==> config.mk <==
export PLATFORM = sky130hd
export DESIGN_NAME = apb_cmd_master
export DESIGN_NICKNAME = d
export VERILOG_FILES = /design/src/rtl/apb_cmd_master.sv
export SDC_FILE = /design/constraint.sdc
export NUM_CORES = 1
export LEC_CHECK = 0
export CAP_MARGIN = 20
export CORE_UTILIZATION = 50
export CTS_BUF_LIST = sky130_fd_sc_hd__clkbuf_2 sky130_fd_sc_hd__clkbuf_4 sky130_fd_sc_hd__clkbuf_8
export DETAILED_ROUTE_END_ITERATION = 10
export PLACE_DENSITY = 0.89
export SETUP_SLACK_MARGIN = 0.05
export SYNTH_ARGS = -nofsm -noshare
export SYNTH_HDL_FRONTEND = slang
export SYNTH_SLANG_ARGS = --single-unit
==> constraint.sdc <==
create_clock -name PCLK -period 2.4 [get_ports PCLK]
set_input_delay 0.36 -clock PCLK [delete_from_list [all_inputs] [get_ports PCLK]]
set_output_delay 0.36 -clock PCLK [all_outputs]
set_load 0.01 [all_outputs]
==> src/rtl/apb_cmd_master.sv <==
// apb_cmd_master: FIFO-buffered APB3 master returning one response per command
module apb_cmd_master #(
  parameter int ADDR_WIDTH = 8,
  parameter int DATA_WIDTH = 8,
  parameter int CMD_DEPTH  = 4,
  parameter int TIMEOUT    = 16
) (
  input  logic                         PCLK,
  input  logic                         PRESETn,
  input  logic                         cmd_valid,
  output logic                         cmd_ready,
  input  logic                         cmd_write,
  input  logic [ADDR_WIDTH-1:0]        cmd_addr,
  input  logic [DATA_WIDTH-1:0]        cmd_wdata,
  output logic                         rsp_valid,
  input  logic                         rsp_ready,
  output logic [DATA_WIDTH-1:0]        rsp_rdata,
  output logic                         rsp_err,
  output logic                         PSELx,
  output logic                         PENABLE,
  output logic                         PWRITE,
  output logic [ADDR_WIDTH-1:0]        PADDR,
  output logic [DATA_WIDTH-1:0]        PWDATA,
  input  logic                         PREADY,
  input  logic [DATA_WIDTH-1:0]        PRDATA,
  output logic [$clog2(CMD_DEPTH):0]   cmd_level,
  output logic                         busy
);
  localparam int LW = $clog2(CMD_DEPTH);
  localparam int LVW = LW + 1;
  localparam int WW = TIMEOUT > 1 ? $clog2(TIMEOUT) : 1;
  localparam logic [WW-1:0] TMAX = WW'(TIMEOUT == 0 ? 0 : TIMEOUT - 1);
  typedef enum logic [1:0] {IDLE, SETUP, ACCESS} state_t;
  state_t state;
  logic [ADDR_WIDTH-1:0] mem_addr [CMD_DEPTH];
  logic [DATA_WIDTH-1:0] mem_data [CMD_DEPTH];
  logic                  mem_write [CMD_DEPTH];
  logic [LW-1:0] wr_ptr, rd_ptr;
  logic [WW-1:0] wait_cnt;
  logic push, pop, empty, slot_free, timeout, done;
  assign empty     = cmd_level == '0;
  assign cmd_ready = cmd_level != LVW'(CMD_DEPTH);
  assign push      = cmd_valid && cmd_ready;
  assign slot_free = !rsp_valid || rsp_ready;
  assign timeout   = TIMEOUT != 0 && wait_cnt == TMAX && !PREADY;
  assign done      = state == ACCESS && (PREADY || timeout);
  // a back-to-back issue needs the consumer ready, since this completion is about to occupy the slot
  assign pop       = !empty && (state == IDLE ? slot_free : done && rsp_ready);
  assign busy      = state != IDLE || !empty;
  // command storage; entries are only read after they are counted in cmd_level, so no bypass
  always_ff @(posedge PCLK) begin
    if (push) begin
      mem_addr[wr_ptr]  <= cmd_addr;
      mem_data[wr_ptr]  <= cmd_wdata;
      mem_write[wr_ptr] <= cmd_write;
    end
  end
  // FIFO pointers and occupancy
  always_ff @(posedge PCLK or negedge PRESETn) begin
    if (!PRESETn) begin
      wr_ptr    <= '0;
      rd_ptr    <= '0;
      cmd_level <= '0;
    end else begin
      if (push) wr_ptr <= wr_ptr + 1'b1;
      if (pop) rd_ptr <= rd_ptr + 1'b1;
      cmd_level <= cmd_level + LVW'(push) - LVW'(pop);
    end
  end
  // APB transfer sequencing and response slot
  always_ff @(posedge PCLK or negedge PRESETn) begin
    if (!PRESETn) begin
      state     <= IDLE;
      PSELx     <= 1'b0;
      PENABLE   <= 1'b0;
      PWRITE    <= 1'b0;
      PADDR     <= '0;
      PWDATA    <= '0;
      wait_cnt  <= '0;
      rsp_valid <= 1'b0;
      rsp_rdata <= '0;
      rsp_err   <= 1'b0;
    end else begin
      if (rsp_valid && rsp_ready) rsp_valid <= 1'b0;
      if (pop) begin
        PADDR  <= mem_addr[rd_ptr];
        PWRITE <= mem_write[rd_ptr];
        PWDATA <= mem_write[rd_ptr] ? mem_data[rd_ptr] : '0;
      end
      case (state)
        IDLE: begin
          if (pop) begin
            state <= SETUP;
            PSELx <= 1'b1;
          end
        end
        SETUP: begin
          state    <= ACCESS;
          PENABLE  <= 1'b1;
          wait_cnt <= '0;
        end
        ACCESS: begin
          if (done) begin
            rsp_valid <= 1'b1;
            rsp_err   <= timeout;
            rsp_rdata <= PREADY && !PWRITE ? PRDATA : '0;
            PENABLE   <= 1'b0;
            state     <= pop ? SETUP : IDLE;
            PSELx     <= pop;
          end else begin
            wait_cnt <= wait_cnt + 1'b1;
          end
        end
        default: begin
          state   <= IDLE;
          PSELx   <= 1'b0;
          PENABLE <= 1'b0;
        end
      endcase
    end
  end
endmodule

==> key figures <==
Critical path
  • Reg2reg start: wait_cnt[1]$_DFFE_PN0P_
  • Critical Path Max Stage Delay: 400 ps
  • Critical path buffers and inverters: 2
  • Critical path data arrival time: about 2500 ps
  • Critical path class: reg2reg
  • Type of origin of the critical path: flip-flop
  • FF-to-FF setup slack: between 100 and 150 ps
  • Setup crit start: wait_cnt[1]$_DFFE_PN0P_
  • Worst-path maximum fanout: 5
  • Data required, critical path: 2660 ps
  • Worst-path cell chain: ha_2 > and3_4 > o2111ai_2 > inv_1 > ha_1 > inv_1 > ha_1 > fa_2 > xnor2_2 > xnor2_1
  • CP max stage cell: dfrtp_1
  • Crit-path leading delay family: adder cells
  • Critical path capture point type: flip-flop

GRT
  • Pin count of the biggest net entering global routing: 43
  • Number of global-route vias before repair: ~2500
  • Total track usage: 18.3%
  • GR Overflow Total: 0
  • Antenna violations before repair: 0
  • Met2 GRT Util: ~34%
  • Global-route wire length before repair: 12100 um
  • M3 GR Usage: 3.19%
  • M1 GR Usage: 21.1%
  • Global-route layer with the greatest usage: met2

Die
  • Die area: approximately 9100 um2
  • Chip height: 95.3 um
  • Starting density of the core: 52.4%
  • IO Count: 64
  • Core box area: 8300 um2
  • Die Span X: 95.3 um
  • Std cell rows: 33

Clock tree
  • Num CTS Buffers: 9
  • Cts hold-fix bufs: 0
  • H-tree Lvls: 3
  • Clk pin slew, worst setup/hold paths: 100 ps
  • Sink Count: 110
  • CTS tree: built
  • CTS Buffer Depth: 2
  • Clock Root Buffer: clkbuf_8
  • Clk_lat worst skew: ~360 ps

STA
  • RSZ-0062 raised after global routing: true
  • Setup TNS: 0 ps
  • Slew @ Worst Pin: 933 ps
  • Period utilization: between 90% and 100%
  • Fmax: between 400 and 500 MHz
  • Tmin final: ~2300 ps
  • Final Hold Vio Count: 0
  • Worst slew margin: 37.8%
  • Clk_skew: 13.4 ps
  • WHS: 127 ps
  • Count of pins over their slew limit: 0
  • Final setup violation count: 0

Final layout
  • # nets final: 398
  • Share of cells above drive strength 1: 15.6%
  • Synthesis-to-layout area growth: 23.2%
  • ANT cells: 0
  • Area of the multi-input gates: around 1100 um2
  • Reg area: 3090 um2
  • Fin cells: 470
  • Fillers: 576
  • Design Area, Final: approximately 5400 um2

Detailed routing
  • Vias post-DR: ~2500
  • Drt first pass iters: 4
  • Vias per inst: 5.22
  • DRT antenna net count: 0
  • DRC: 0
  • Routed len/inst: 15.9 um
  • Final wirelength: 7470 um
  • DRT iter0 DRCs: 84

Yosys
  • Post-synthesis cell type count: 39
  • Synthesized instance count: 285
  • Synth Register Bits: 110
  • Syn Std Cell Area: between 4000 and 5000 um2
  • Top FF cell, synth: edfxtp_1
  • Post-synthesis average cell area: 15.3 um2
  • Async set or reset register ratio after synthesis: 38.2%
  • Post-synth EDFFs: between 60 and 70
  • Syn Nets: around 320
  • Yosys warning count: 0
  • Sequential area share after synthesis: 71.1%

Place
  • Post-placement cell count: around 450
  • DP Area: 5130 um2
  • HPWL after DPL: 4960 um
  • Port bufs: 63
  • Placer Congestion: 0.773

Power and ir drop
  • Design Power: 0.00635 W
  • PD cells: between 1000 and 1500 nW/um2
  • Leakage power: between 2 and 2.5 nW
  • Peak supply drop: 632 uV

Status
  • Status: complete, no violations

Flow run
  • Max-cap check violation count: 0

Min path
  • Min-delay worst type: in2async
## path summary, 6_finish.rpt
| path | to | cells after the start |
|---|---|---|
| max | cmd_level[2]$_DFF_PN0_ | 10 |
| min | PADDR[6]$_DFFE_PN0P_ | 1 |
| max reg2reg | cmd_level[2]$_DFF_PN0_ | 10 |
| min reg2reg | PWDATA[4]$_DFFE_PN0P_ | 2 |
| max in group asynchronous | state[0]$_DFFE_PN0P_ | 1 |
| min in group PCLK | PWDATA[4]$_DFFE_PN0P_ | 2 |
## layer usage
metal	vias to the layer above	part of all wire, %	wire length, um
li1	1167	-	-
met4	0	1.6	122
met5	-	0	0
met1	1222	42	3110
met3	10	3.6	267
met2	54	53	3980
## power breakdown
| group | internal, W | total [W] | switching, W |
|---|---|---|---|
| Combinational | 0.00122 | 0.00239 | 0.00118 |
| Sequential | 0.00258 | 0.00286 | 0.000280 |
| Clock | 0.000504 | 0.00111 | 0.000601 |
| Total | 0.00430 | 0.00635 | 0.00206 |
## sequential cells by signal, indices dropped and copies added, names as in the netlist
signal and count:
mem_addr 32, mem_data 32, PADDR 8, PWDATA 8
rsp_rdata 8, mem_write 4, wait_cnt 4, cmd_level 3
rd_ptr 2, state 2, wr_ptr 2, PENABLE 1
PSELx 1, PWRITE 1, rsp_err 1, rsp_valid 1
## cell type report
type                       instances  area share, %
inverter                          21           1.47
tap                              105           2.45
clock buffer                      10           2.45
timing repair buffer              76           13.7
multi-input combinational        142           20.8
sequential                       110           57.8
clock inverter                     6           1.33
## repair_timing
item                                    CTS  global route
endpoints found under the hold margin     0             0
buffers inserted                          0             2
endpoints found under the setup margin    1             1
pin swaps                                 0             3
resized for setup                         1             1
## metrics by stage
| step | util (%) | setup WS [ps] |
|---|---|---|
| after floorplan | - | 51.3 |
| after global placement | 61.8 | -11.4 |
| after detailed placement | 61.8 | -46.6 |
| after CTS | 64.3 | 66.0 |
| after global routing | 64.5 | -23.6 |
| final | 64.5 | 127 |
## worst reg2reg max path, cell delays in order, from the launching register on
cell and delay [ps]:
dfrtp_1 400, ha_2 190, and3_4 200, o2111ai_2 180, inv_1 80, ha_1 280, inv_1 40, ha_1 180
fa_2 350, xnor2_2 140, xnor2_1 130
## kinds of logic after synthesis
family,after synthesis,share of synthesized area [%]
compound gates,31,4.49
fa+ha+maj,8,2.47
simple gates,78,8.00
buf+inv,33,3.65
mux,19,9.04
xor+xnor,6,1.21
flops,110,71.1
## Yosys cell counts, types with 2 or more instances
cell type / count / area (um2)
mux2_2: 2 / 22.5
o21ai_0: 12 / 60.1
buf_6: 2 / 22.5
or3_1: 2 / 12.5
nand2b_1: 2 / 12.5
inv_1: 21 / 78.8
and3_1: 4 / 25.0
nor2_1: 3 / 11.3
xnor2_1: 5 / 43.8
mux4_2: 16 / 360
edfxtp_1: 68 / 2040
a21oi_1: 3 / 15.0
buf_2: 4 / 20.0
dfrtp_1: 42 / 1050
nand2_1: 57 / 214
ha_1: 7 / 87.6
o31ai_1: 8 / 60.1
nand3_1: 3 / 15.0
buf_4: 4 / 30.0
## cell usage in the layout, fill, tap and decap left out, drive strengths merged, types with 8 or more instances in the layout
| master | instances |
|---|---|
| o21ai | 14 |
| edfxtp | 68 |
| clkbuf | 10 |
| o31ai | 8 |
| mux4 | 16 |
| dfrtp | 42 |
| inv | 22 |
| clkdlybuf4s50 | 61 |
| buf | 14 |
| nand2 | 57 |
(Power assumes the default switching activity.)
